## config.mk

```make
export PLATFORM = sky130hd
export DESIGN_NAME = ir_cursor_control
export DESIGN_NICKNAME = d
export VERILOG_FILES = /design/src/rtl/ir_cursor_control.sv
export SDC_FILE = /design/constraint.sdc
export NUM_CORES = 1
export LEC_CHECK = 0
export BUFFER_PORTS_ARGS = -buffer_cell sky130_fd_sc_hd__buf_2
export CORE_ASPECT_RATIO = 1.4
export CORE_UTILIZATION = 56
export CTS_CLUSTER_SIZE = 16
export DETAILED_ROUTE_END_ITERATION = 6
export PLACE_DENSITY = 0.81
export SYNTH_ARGS = -nofsm -noshare
export SYNTH_HDL_FRONTEND = slang
export SYNTH_SLANG_ARGS = --single-unit
export TNS_END_PERCENT = 5
```

## constraint.sdc

```tcl
create_clock -name Clock -period 4.5 [get_ports Clock]
set_input_delay 0.225 -clock Clock [delete_from_list [all_inputs] [get_ports Clock]]
set_output_delay 0.225 -clock Clock [all_outputs]
set_load 0.1 [all_outputs]
```

## src/rtl/ir_cursor_control.sv

```systemverilog
// Remote-control cursor: turns qualified direction lines into a clamped (X,Y) position
// with one step per press followed by hold-delay auto-repeat while the key stays held.
module ir_cursor_control #(
   parameter int unsigned H_MAX         = 639,
   parameter int unsigned V_MAX         = 479,
   parameter int unsigned STEP          = 8,
   parameter int unsigned HOLD_CYCLES   = 12_500_000,
   parameter int unsigned REPEAT_CYCLES = 2_500_000,
   parameter int unsigned X_INIT        = 320,
   parameter int unsigned Y_INIT        = 240
) (
   input  logic       Clock,
   input  logic       Reset,
   input  logic       Up,
   input  logic       Down,
   input  logic       Left,
   input  logic       Right,
   input  logic       Readable,
   output logic [9:0] Cursor_X,
   output logic [9:0] Cursor_Y,
   output logic       Moved
);

   localparam int unsigned PW      = 10;
   localparam int unsigned AW      = 11;
   localparam int unsigned CNT_MAX = (HOLD_CYCLES > REPEAT_CYCLES) ? HOLD_CYCLES : REPEAT_CYCLES;
   localparam int unsigned CW      = (CNT_MAX > 2) ? $clog2(CNT_MAX) : 1;

   localparam logic [CW-1:0] HOLD_LAST   = CW'(HOLD_CYCLES - 1);
   localparam logic [CW-1:0] REPEAT_LAST = CW'(REPEAT_CYCLES - 1);
   localparam logic [AW-1:0] STEP_W      = AW'(STEP);
   localparam logic [AW-1:0] H_LIM       = AW'(H_MAX);
   localparam logic [AW-1:0] V_LIM       = AW'(V_MAX);

   typedef enum logic [1:0] {
      ST_IDLE,
      ST_HOLD,
      ST_REPEAT
   } state_e;

   typedef enum logic [2:0] {
      DIR_NONE,
      DIR_UP,
      DIR_DOWN,
      DIR_LEFT,
      DIR_RIGHT
   } dir_e;

   state_e        state_q, state_d;
   dir_e          dir_q, dir_d;
   dir_e          smp_dir_q, smp_dir_d;
   logic          smp_vld_q, smp_vld_d;
   logic [CW-1:0] cnt_q, cnt_d;
   logic [PW-1:0] x_q, x_d;
   logic [PW-1:0] y_q, y_d;
   logic          moved_q, moved_d;

   logic          step_en;
   dir_e          step_dir;
   logic          expired;

   // Clamped decrement toward zero.
   function automatic logic [PW-1:0] pos_dec(input logic [PW-1:0] v);
      logic [AW-1:0] w;
      w = AW'(v);
      if (w < STEP_W) begin
         return '0;
      end
      return PW'(w - STEP_W);
   endfunction

   // Clamped increment toward the given upper bound.
   function automatic logic [PW-1:0] pos_inc(input logic [PW-1:0] v, input logic [AW-1:0] lim);
      logic [AW-1:0] w;
      w = AW'(v) + STEP_W;
      if (w > lim) begin
         return PW'(lim);
      end
      return PW'(w);
   endfunction

   // Input sample stage: priority-encode one direction; Readable=0 yields no sample.
   always_comb begin
      smp_vld_d = Readable;
      smp_dir_d = DIR_NONE;
      if (Readable) begin
         if (Up) begin
            smp_dir_d = DIR_UP;
         end else if (Down) begin
            smp_dir_d = DIR_DOWN;
         end else if (Left) begin
            smp_dir_d = DIR_LEFT;
         end else if (Right) begin
            smp_dir_d = DIR_RIGHT;
         end
      end
   end

   assign expired = (state_q == ST_HOLD)   ? (cnt_q == HOLD_LAST)   :
                    (state_q == ST_REPEAT) ? (cnt_q == REPEAT_LAST) : 1'b0;

   // Press/hold/repeat FSM; release beats a new direction, which beats expiry.
   always_comb begin
      state_d  = state_q;
      dir_d    = dir_q;
      cnt_d    = cnt_q;
      step_en  = 1'b0;
      step_dir = DIR_NONE;
      case (state_q)
         ST_IDLE: begin
            if (smp_vld_q && (smp_dir_q != DIR_NONE)) begin
               step_en  = 1'b1;
               step_dir = smp_dir_q;
               dir_d    = smp_dir_q;
               state_d  = ST_HOLD;
               cnt_d    = '0;
            end
         end
         ST_HOLD, ST_REPEAT: begin
            cnt_d = cnt_q + CW'(1);
            if (smp_vld_q && (smp_dir_q == DIR_NONE)) begin
               state_d = ST_IDLE;
               dir_d   = DIR_NONE;
               cnt_d   = '0;
            end else if (smp_vld_q && (smp_dir_q != dir_q)) begin
               step_en  = 1'b1;
               step_dir = smp_dir_q;
               dir_d    = smp_dir_q;
               state_d  = ST_HOLD;
               cnt_d    = '0;
            end else if (expired) begin
               step_en  = 1'b1;
               step_dir = dir_q;
               state_d  = ST_REPEAT;
               cnt_d    = '0;
            end
         end
         default: begin
            state_d = ST_IDLE;
            dir_d   = DIR_NONE;
            cnt_d   = '0;
         end
      endcase
   end

   // Position update; Moved only when a coordinate actually changes.
   always_comb begin
      x_d = x_q;
      y_d = y_q;
      if (step_en) begin
         case (step_dir)
            DIR_UP:    y_d = pos_dec(y_q);
            DIR_DOWN:  y_d = pos_inc(y_q, V_LIM);
            DIR_LEFT:  x_d = pos_dec(x_q);
            DIR_RIGHT: x_d = pos_inc(x_q, H_LIM);
            default: begin
               x_d = x_q;
               y_d = y_q;
            end
         endcase
      end
      moved_d = (x_d != x_q) || (y_d != y_q);
   end

   always_ff @(posedge Clock) begin
      if (Reset) begin
         state_q   <= ST_IDLE;
         dir_q     <= DIR_NONE;
         smp_dir_q <= DIR_NONE;
         smp_vld_q <= 1'b0;
         cnt_q     <= '0;
         x_q       <= PW'(X_INIT);
         y_q       <= PW'(Y_INIT);
         moved_q   <= 1'b0;
      end else begin
         state_q   <= state_d;
         dir_q     <= dir_d;
         smp_dir_q <= smp_dir_d;
         smp_vld_q <= smp_vld_d;
         cnt_q     <= cnt_d;
         x_q       <= x_d;
         y_q       <= y_d;
         moved_q   <= moved_d;
      end
   end

   assign Cursor_X = x_q;
   assign Cursor_Y = y_q;
   assign Moved    = moved_q;

endmodule

```

==> summary.md <==
| Metric | Value |
|---|---|
| Status | complete, no violations |
| Max VDD drop | between 0.15 and 0.2 mV |
| Pint | 0.692 mW |
| Post-route DRC violation count | 0 |
| Leakage power | approximately 1.5 nW |
| # IOs | 28 |
| Setup WS pre-CTS | roughly 0.44 ns |
| Psw | around 0.27 mW |
| Final hold vios | 0 |
| PortBufs | 27 |
| R2R setup slack | between 0.3 and 0.4 ns |
| Worst setup startpoint | cnt_q[0] |
| CP Depth | 10 |
| Slew @ Worst Pin | 0.960 ns |
| Pwr Total | 0.965 mW |
| Number of synthesized flops with an enable pin | 0 |
| Number of post-CTS setup repair buffers | 0 |
| Synthesis-stage register bit count | 54 |
| # fillers | 596 |
| CTS Buf Count | 5 |
| Initial antenna violation count | 0 |
| Logic pwr share | 0.136 |
| Detail Route Antenna Nets | 0 |
| Die area | between 7000 and 8000 µm² |
| Bufs on Longest Clock Path | 2 |
| First drt pass iteration count | 5 |
| Max-Cap Viols | 0 |
| Sequential cell fraction of total power | 0.517 |
| Total GRT Usage | 0.278 |
| Worst Setup EP | Moved |
| Syn Inst Count | about 510 |
| Final Worst Setup Slack | around 0.35 ns |
| Synth unique cells | 68 |
| Per-cell routed wire length | ~16 µm |
| Average size of a mapped cell | 7.45 µm² |
| Top FF cell, synth | dfxtp_1 |
| Critical path class | reg2reg |
| Die height | approximately 100 µm |
| CP max-delay cell | nor3_1 |
| Synth Cell Area | ~3800 µm² |
| Post-synth top area cell | dfxtp_1 |
| Area grow syn2layout | 6.14% |
| Final Cell Area | between 4000 and 5000 µm² |
| Final Max Tran Viols | 0 |
| Area post-placement | 3930 µm² |
| Root Buffer | clkbuf_8 |
| First-pass GRT wire length | approximately 16 mm |
| Initial Util | 0.580 |
| Final HPWL DP | a little under 7 mm |
| H-tree levels | 2 |
| Worst path cell trace | ha_1 > or4b_1 > or4_4 > a21oi_1 > a31oi_1 > nor3_1 > nand2_1 > a221o_1 > o41ai_2 > a41oi_1 |
| R2r startpoint | cnt_q[0] |
| Max Fclk | ~240 MHz |
| Hold Crit Class | in2reg |
| CP Launch Type | register |
| Crit. End Element | register |
| Commonest cells after routing, fill and taps aside | 60 x nor2_1, 54 x dfxtp_1, 49 x nand2_1 |
| CP delay by family, top | simple AND/OR/NAND/NOR gates |
| Crit path required time | roughly 4.7 ns |
| Layout cells sized above 1 | 0.0963 |
| Reg2Reg Depth | 10 |
| RSZ-0062 raised after global routing | false |
| Nets | about 540 |
| Die Wd | around 72 µm |
| Cells after DPL | roughly 590 |
| # rows | 35 |
| Top area cells in the synthesized netlist | dfxtp_1 28%, nor2_1 5.9%, o21ai_0 5.1% |
| Largest net degree at the start of global routing | 32 |
| Routed vias/inst | ~6.5 |
| Number of clock sinks | 54 |
| Ant diodes | 0 |
| Worst-Skew Late Latency | around 0.31 ns |
| Final core occ | 0.615 |
| Clock transition at path regs | 0.10 ns |
| Worst path buffer plus inverter count | 0 |
| Clk pwr share | 0.347 |
| Vias in the first global route | approximately 3700 |
| Setup TNS Final | 0 ns |
| Gpl congestion | between 0.9 and 1 |
| Relative slew slack | 0.355 |
| Initial DRC count | 442 |
| Synth async-reset ratio | 0 |
| Worst hold slack | between 0.09 and 0.1 ns |
| Worst Path Max Fanout | 10 |
| Share of the synthesized area in the top cell type | 0.284 |
| Tmin final | roughly 4.1 ns |
| Sequential fraction of the synthesis area | 0.284 |
| Yosys warning total | 0 |
| Vias | 3883 |
| End of the worst register-to-register path | Moved |
| TritonCTS clock tree | yes |
| Layout Skew | about 0.0067 ns |
| Final wirelength | roughly 9.5 mm |
| Period Utilization, post-route | 0.922 |
| Core Box Area | 6570 µm² |
| Commonest non-fill, non-tap cell in the layout | nor2_1 |
| CP max stage delay | 0.83 ns |
| Final setup viols | 0 |
| Post-synthesis net count | around 530 |
| Layout Cells excl Fill | around 590 |
| Sw Share | 0.283 |
| Number of gates resized after cts | 0 |
| CP arrival | between 4 and 5 ns |
| Hold_buf cts | 0 |
| Gr ovfl total | 0 |
| Cell Pwr Density | roughly 240 nW/µm² |
-- worst register-to-register path: stages, from the launching register on --
cell,delay (ns)
dfxtp_1,0.42
ha_1,0.28
or4b_1,0.45
or4_4,0.58
a21oi_1,0.23
a31oi_1,0.22
nor3_1,0.83
nand2_1,0.17
a221o_1,0.37
o41ai_2,0.31
a41oi_1,0.14
-- worst min path at each step --
| stage | start | endpoint | slack [ns] | cells past startpoint |
|---|---|---|---|---|
| floorplan | Up | smp_dir_q[2] | 0.30 | 1 |
| finish | Up | smp_dir_q[2] | 0.1 | 2 |
| CTS | Up | smp_dir_q[2] | 0.1 | 2 |
| global route | Up | smp_dir_q[2] | 0.09 | 2 |
| global placement | Up | smp_dir_q[2] | 0.43 | 2 |
| detailed placement | Up | smp_dir_q[2] | 0.43 | 2 |
-- synthesized netlist by cell type (all sizes together) (6+ instances only) --
master / instances
xnor2: 12
nand2b: 8
dfxtp: 54
inv: 16
and3: 11
a21oi: 35
o21ai: 40
nor3: 13
xor2: 14
clkbuf: 26
o31ai: 6
and2: 10
nor2: 60
nand3: 25
o22ai: 6
a31oi: 9
nand4: 12
ha: 11
nand2: 49
-- kinds of logic after synthesis --
kind of cell | after synthesis | share of synthesized area
AO/OA/AOI/OAI | 155 | 0.277
XOR/XNOR | 26 | 0.0598
adder cells (fa/ha/maj) | 11 | 0.0361
buffers and inverters | 44 | 0.0457
flip-flops | 54 | 0.284
multiplexers | 4 | 0.0118
AND/OR/NAND/NOR | 217 | 0.286
-- metal layers --
metal	track usage	vias up	share of wire
li1	-	1894	-
met1	0.321	1841	0.42
met2	0.502	121	0.51
met3	0.0314	27	0.038
met4	0.130	0	0.034
met5	0	-	0
-- sequential cells by signal, indices dropped and copies added (netlist names) --
name / flops
cnt_q: 24
Cursor_X: 10
Moved: 1
state_q: 2
smp_dir_q: 3
smp_vld_q: 1
dir_q: 3
Cursor_Y: 10
-- power by group through the flow --
stage / clock, mW / combinational [mW] / sequential [mW]
2_1_floorplan: 0 / 0.0894 / 0.519
3_3_place_gp: 0 / 0.127 / 0.509
3_5_place_dp: 0 / 0.130 / 0.510
4_1_cts: 0.341 / 0.130 / 0.499
5_1_grt: 0.359 / 0.144 / 0.501
6_report: 0.335 / 0.131 / 0.499
-- area by class of cell --
| cell class | count | area (µm²) | share of cell area |
|---|---|---|---|
| inverters | 16 | 60.1 | 0.0149 |
| clock buffers | 5 | 68.8 | 0.0170 |
| repair buffers | 28 | 143 | 0.0353 |
| multi-input cells | 413 | 2550 | 0.632 |
| clock inverters | 3 | 43.8 | 0.0108 |
| well taps | 74 | 92.6 | 0.0229 |
| flip-flops and latches | 54 | 1080 | 0.267 |
Power figures use the tool's default switching activity.
